### config.mk
export PLATFORM = sky130hd
export DESIGN_NAME = z80_bus_arbiter
export DESIGN_NICKNAME = d
export VERILOG_FILES = /design/src/rtl/z80_bus_arbiter.sv
export SDC_FILE = /design/constraint.sdc
export NUM_CORES = 1
export LEC_CHECK = 0
export ABC_AREA = 1
export BUFFER_PORTS_ARGS = -buffer_cell sky130_fd_sc_hd__clkbuf_2
export CAP_MARGIN = 30
export CORE_UTILIZATION = 35
export CTS_CLUSTER_DIAMETER = 120
export DETAILED_ROUTE_END_ITERATION = 10
export HOLD_SLACK_MARGIN = 0.02
export PLACE_DENSITY_LB_ADDON = 0.1
export SYNTH_ARGS = -nofsm -noshare
export SYNTH_HDL_FRONTEND = slang
export SYNTH_SLANG_ARGS = --single-unit
### constraint.sdc
create_clock -name clk -period 1.4 [get_ports clk]
set_input_delay 0.21 -clock clk [delete_from_list [all_inputs] [get_ports clk]]
set_output_delay 0.21 -clock clk [all_outputs]
set_load 0.01 [all_outputs]
### src/rtl/z80_bus_arbiter.sv
// Bus arbiter sharing one memory array between the tv80s CPU and a DMA requester.
// Optional BUSAK watchdog is enabled by defining ARB_WATCHDOG_EN.
module z80_bus_arbiter #(
    parameter int MAX_HOLD      = 16,
    parameter int MIN_CPU       = 8,
    parameter int BUSAK_TIMEOUT = 64
) (
    input  logic        clk,
    input  logic        reset,
    output logic        cpu_busrq_n,
    input  logic        cpu_busak_n,
    input  logic [15:0] cpu_a,
    input  logic [7:0]  cpu_dout,
    input  logic        cpu_mreq_n,
    input  logic        cpu_wr_n,
    input  logic        dma_req,
    input  logic        dma_we,
    input  logic [15:0] dma_addr,
    input  logic [7:0]  dma_wdata,
    output logic        dma_ack,
    output logic [7:0]  dma_rdata,
    output logic        dma_err,
    output logic [15:0] mem_addr,
    output logic [7:0]  mem_wdata,
    output logic        mem_we,
    input  logic [7:0]  mem_rdata,
    output logic        mem_owner
);

    typedef enum logic [2:0] {
        S_IDLE    = 3'd0,
        S_REQ     = 3'd1,
        S_GRANT   = 3'd2,
        S_RELEASE = 3'd3,
        S_COOL    = 3'd4
    } state_t;

    state_t      state;
    state_t      state_next;
    logic        busrq_q;
    logic        owner_q;
    logic        busrq_d;
    logic        owner_d;
    logic [7:0]  hold_cnt;
    logic [7:0]  cool_cnt;
    logic        in_flight;
    logic [7:0]  rdata_q;
    logic        hold_expired;
    logic        cool_done;
    logic        accept;
    logic        wd_fire;

    // Expiry uses >= so an ack that lands past the limit still releases right after.
    assign hold_expired = (hold_cnt >= 8'(MAX_HOLD - 1));
    assign cool_done    = (cool_cnt == 8'(MIN_CPU - 1));
    assign accept       = (state == S_GRANT) && dma_req && !in_flight && !hold_expired;

    // State register, with bus control registered alongside it.
    always_ff @(posedge clk) begin
        if (reset) begin
            state   <= S_IDLE;
            busrq_q <= 1'b1;
            owner_q <= 1'b0;
        end else begin
            state   <= state_next;
            busrq_q <= busrq_d;
            owner_q <= owner_d;
        end
    end

    always_comb begin
        state_next = state;
        case (state)
            S_IDLE:    if (dma_req) state_next = S_REQ;
            S_REQ: begin
                if (!dma_req)         state_next = S_RELEASE;
                else if (!cpu_busak_n) state_next = S_GRANT;
                else if (wd_fire)      state_next = S_RELEASE;
            end
            S_GRANT:   if (!in_flight && (!dma_req || hold_expired)) state_next = S_RELEASE;
            S_RELEASE: if (cpu_busak_n) state_next = S_COOL;
            S_COOL:    if (cool_done) state_next = S_IDLE;
            default:   state_next = S_IDLE;
        endcase
    end

    always_comb begin
        busrq_d = !((state_next == S_REQ) || (state_next == S_GRANT));
        owner_d = (state_next == S_GRANT);
    end

    assign cpu_busrq_n = busrq_q;
    assign mem_owner   = owner_q;

    // Counters are held at zero outside their state, so they start from zero on entry.
    always_ff @(posedge clk) begin
        if (reset) begin
            hold_cnt  <= 8'd0;
            cool_cnt  <= 8'd0;
            in_flight <= 1'b0;
            rdata_q   <= 8'd0;
        end else begin
            in_flight <= accept;
            if (in_flight) rdata_q <= mem_rdata;
            if (state == S_GRANT) begin
                if (hold_cnt != 8'hff) hold_cnt <= hold_cnt + 8'd1;
            end else begin
                hold_cnt <= 8'd0;
            end
            if (state == S_COOL) cool_cnt <= cool_cnt + 8'd1;
            else                 cool_cnt <= 8'd0;
        end
    end

    // mem_rdata is registered, so read data is live on the bus during the ack cycle.
    assign dma_ack   = in_flight;
    assign dma_rdata = in_flight ? mem_rdata : rdata_q;

    always_comb begin
        if (owner_q) begin
            mem_addr  = dma_addr;
            mem_wdata = dma_wdata;
            mem_we    = accept && dma_we;
        end else begin
            mem_addr  = cpu_a;
            mem_wdata = cpu_dout;
            mem_we    = !cpu_mreq_n && !cpu_wr_n;
        end
    end

`ifdef ARB_WATCHDOG_EN
    logic [15:0] wd_cnt;
    logic        err_q;

    assign wd_fire = (state == S_REQ) && dma_req && cpu_busak_n &&
                     (wd_cnt == 16'(BUSAK_TIMEOUT - 1));

    always_ff @(posedge clk) begin
        if (reset) begin
            wd_cnt <= 16'd0;
            err_q  <= 1'b0;
        end else begin
            err_q <= wd_fire;
            if (state == S_REQ) begin
                if (wd_cnt != 16'hffff) wd_cnt <= wd_cnt + 16'd1;
            end else begin
                wd_cnt <= 16'd0;
            end
        end
    end

    assign dma_err = err_q;
`else
    assign wd_fire = 1'b0;
    assign dma_err = (BUSAK_TIMEOUT < 0);
`endif

endmodule
==> results.yml <==
outcome:
  status: "finished, violations left"
  violations: "design-rule violations, negative setup slack"
sta:
  fmax_mhz: 645
  post-route-min-period_ns: 1.55
  period_share: 1.11
  drv_slew: 0
  setup_viol: 1
  hold_viol: 0
  fin_worst_skew_ns: 0.00558
  worst_slack_ns: -0.151
  rsz0062_at_grt: "yes"
route:
  drt_iter0_drc: 103
  final_antenna_net_count: 0
  routedWlPerCell_um: 10.2
  wl_mm: 4.33
  drc: 26
  routed_via_density: 4.55
  vias: 1929
  firstDrtPassIters: 8
worst_hold_path:
  hold_depth: 3
  min_path_type: "primary input to flop"
logic_synthesis:
  synth_warnings: 0
  syn_area_per_cell_um2: 6.22
  async_reset_ff_frac: 0
  synth_top_family_by_area: "simple AND/OR/NAND/NOR gates"
  synth_top_area_cell: "dfxtp_1"
  synth_flop_cell: "dfxtp_1"
  synth_compound_area_frac: 0.0942
  synth_nets: 330
  synth_xor_area_frac: 0.0159
  synth_most_common_cell: "nand2_1"
  synth-simple-area-share: 0.431
  yosysUniqueCellTypes: 25
  synth_fa_ha_area_frac: 0.0152
  synth_cells: 265
  ys_top_cells_by_count: "nand2_1 (122), dfxtp_1 (30), inv_1 (21)"
  synth_area_mm2: 0.00165
  synth-edff-count: 0
  yosysTopAreaCellShare: 0.364
  yosysSeqAreaShare: 0.364
  synth_seq_cells: 30
  muxShareOfSynthArea: 0
  ys_top_cells_by_area: "dfxtp_1 (36%), nand2_1 (28%), a21oi_1 (6.1%)"
pwr:
  p_sw_frac: 0.294
  p_seq_frac: 0.421
  power_density_mw_per_mm2: 884
  switching_power_uw: 626
  ir_worst_vdd_uv: 489
  p_clk_frac: 0.340
  internal-power_mw: 1.50
  p_comb_frac: 0.239
  p_leak_nw: 1.28
  power_mw: 2.13
clock_tree:
  root_buffer: "clkbuf_8"
  numCtsBuffers: 5
  cts_hold_buf: 0
  clk_pin_slew_worst_paths_ns: 0.07
  cts_tree: "yes"
  clock_path_buffers: 2
  insertion_delay_ns: 0.28
  htreeDepth: 2
  clock-sinks: 30
global_routing:
  antenna_found_initial: 0
  overflow: 0
  grt_pass1_wl_mm: 6.89
  grt_start_max_net_pins: 25
  grt_pass1_vias: 1673
  grt_usage: 0.175
finish:
  fin_util: 0.542
  finalNetCount: 436
  syn2layout_area_growth_pct: 46.2
  n_antenna_cell: 0
  layout-drive-gt1-share: 0.371
  fin_area_mm2: 0.00241
die:
  die_y_um: 70.6
  core-area_mm2: 0.00444
  io_pins: 100
  initial_utilization: 0.371
  dieArea_mm2: 0.00499
  std_cell_rows: 24
  die_w_um: 70.6
critical_path:
  cp.buffers_inverters: 1
  startpoint_type: "flop"
  cp.depth: 7
  worstPathArrival_ns: 1.34
  critPathKind: "flop to primary output"
  slowest_stage: "dfxtp_2"
  cp_data_required_time_ns: 1.19
  path_delay_family: "flip-flops"
  crit_path_max_fanout: 3
  r2r_cells: 7
  crit_path_cell_trace: "ha_4, nand3_4, nand2_2, nor2_1, nand2_1, o32ai_2, buf_2"
  worstSetupEndpointType: "primary output"
  cp_slowest_stage_delay_ns: 0.34
placement:
  gp_congestion: 0.821
  hpwl_mm: 3.33
  portBuffers: 98
  place_area_mm2: 0.00223
run:
  drv_cap: 0
-- repair_timing --
| item | in CTS | in global routing |
|---|---|---|
| setup buffers | 0 | 1 |
| resized for setup | 8 | 10 |
| gates cloned | 0 | 1 |
| setup endpoints to repair | 4 | 16 |
| pin swaps | 1 | 2 |
-- state kept, by name (all words and copies together), names as in the netlist --
signal / flops
cpu_busrq_n: 1
mem_owner: 1
cool_cnt: 8
hold_cnt: 8
state: 3
dma_ack: 1
rdata_q: 8
-- power by group through the flow --
| stage | clock network (mW) | registers [mW] | logic [mW] |
|---|---|---|---|
| after global routing | 0.786 | 0.900 | 0.567 |
| after CTS | 0.752 | 0.896 | 0.493 |
| after global placement | 0 | 0.912 | 0.485 |
| after detailed placement | 0 | 0.913 | 0.487 |
| final | 0.724 | 0.897 | 0.509 |
| after floorplan | 0 | 0.913 | 0.254 |
-- worst paths after layout --
kind                                               start                  endpoint  slack [ns]
worst min-delay path                        mem_rdata[2]     rdata_q[2]$_SDFF_PP0_        0.18
worst min register to register    cool_cnt[0]$_SDFF_PP0_    cool_cnt[0]$_SDFF_PP0_        0.45
worst max register to register  hold_cnt[1]$_SDFFE_PP0P_  hold_cnt[1]$_SDFFE_PP0P_        0.06
worst max-delay path            hold_cnt[1]$_SDFFE_PP0P_                    mem_we       -0.15
-- layer usage --
layer	routed length, um	part of all wire	up-vias	global-route usage
met2	2110	0.49	62	0.313
met5	0	0	-	0
met3	327	0.075	7	0.0527
met4	71	0.016	0	0.0778
li1	-	-	1038	-
met1	1820	0.42	822	0.192
-- layout make-up --
type                       count  area (um2)
clock buffer                   6        82.6
tap                           52        65.1
clock inverter                 2        12.5
timing repair buffer         107         596
sequential                    30         608
fill                         459        2040
inverter                      23        86.3
multi-input combinational    204         958
-- worst min-delay path, cell delays in order --
cell and delay, ns:
clkbuf_2 0.08, nand2_1 0.07, a21oi_1 0.06
-- layout by cell type (no fill, tap or decap), types with 3 or more instances in the layout --
| cell type | n |
|---|---|
| nand2_1 | 121 |
| clkbuf_2 | 97 |
| dfxtp_1 | 26 |
| a21oi_1 | 20 |
| inv_1 | 19 |
| nor2_1 | 19 |
| nand3_1 | 12 |
| clkbuf_8 | 6 |
| nor3_1 | 5 |
| buf_4 | 5 |
| inv_2 | 4 |
| o21ai_0 | 4 |
| nand3_2 | 3 |
| nor2_2 | 3 |
| dfxtp_2 | 3 |
-- per-stage QoR --
stage,TNS (ns),std cells,setup slack (ns),hold slack (ns)
floorplan,0,265,0.164,0.279
global placement,0,414,0.0546,0.435
detailed placement,0,414,0.0262,0.442
CTS,-0.192,422,-0.192,0.169
global route,-0.266,424,-0.233,0.183
finish,-0.151,424,-0.151,0.177
-- cell families after synthesis --
kind of cell               count (synthesis)
other                                      1
AOI/OAI and AO/OA                         29
adders and majority gates                  2
xor gates and xnor gates                   3
and+or+nand+nor                          169
DFF                                       30
buffers and inverters                     31
No activity file was read; power rests on OpenSTA's default activity.
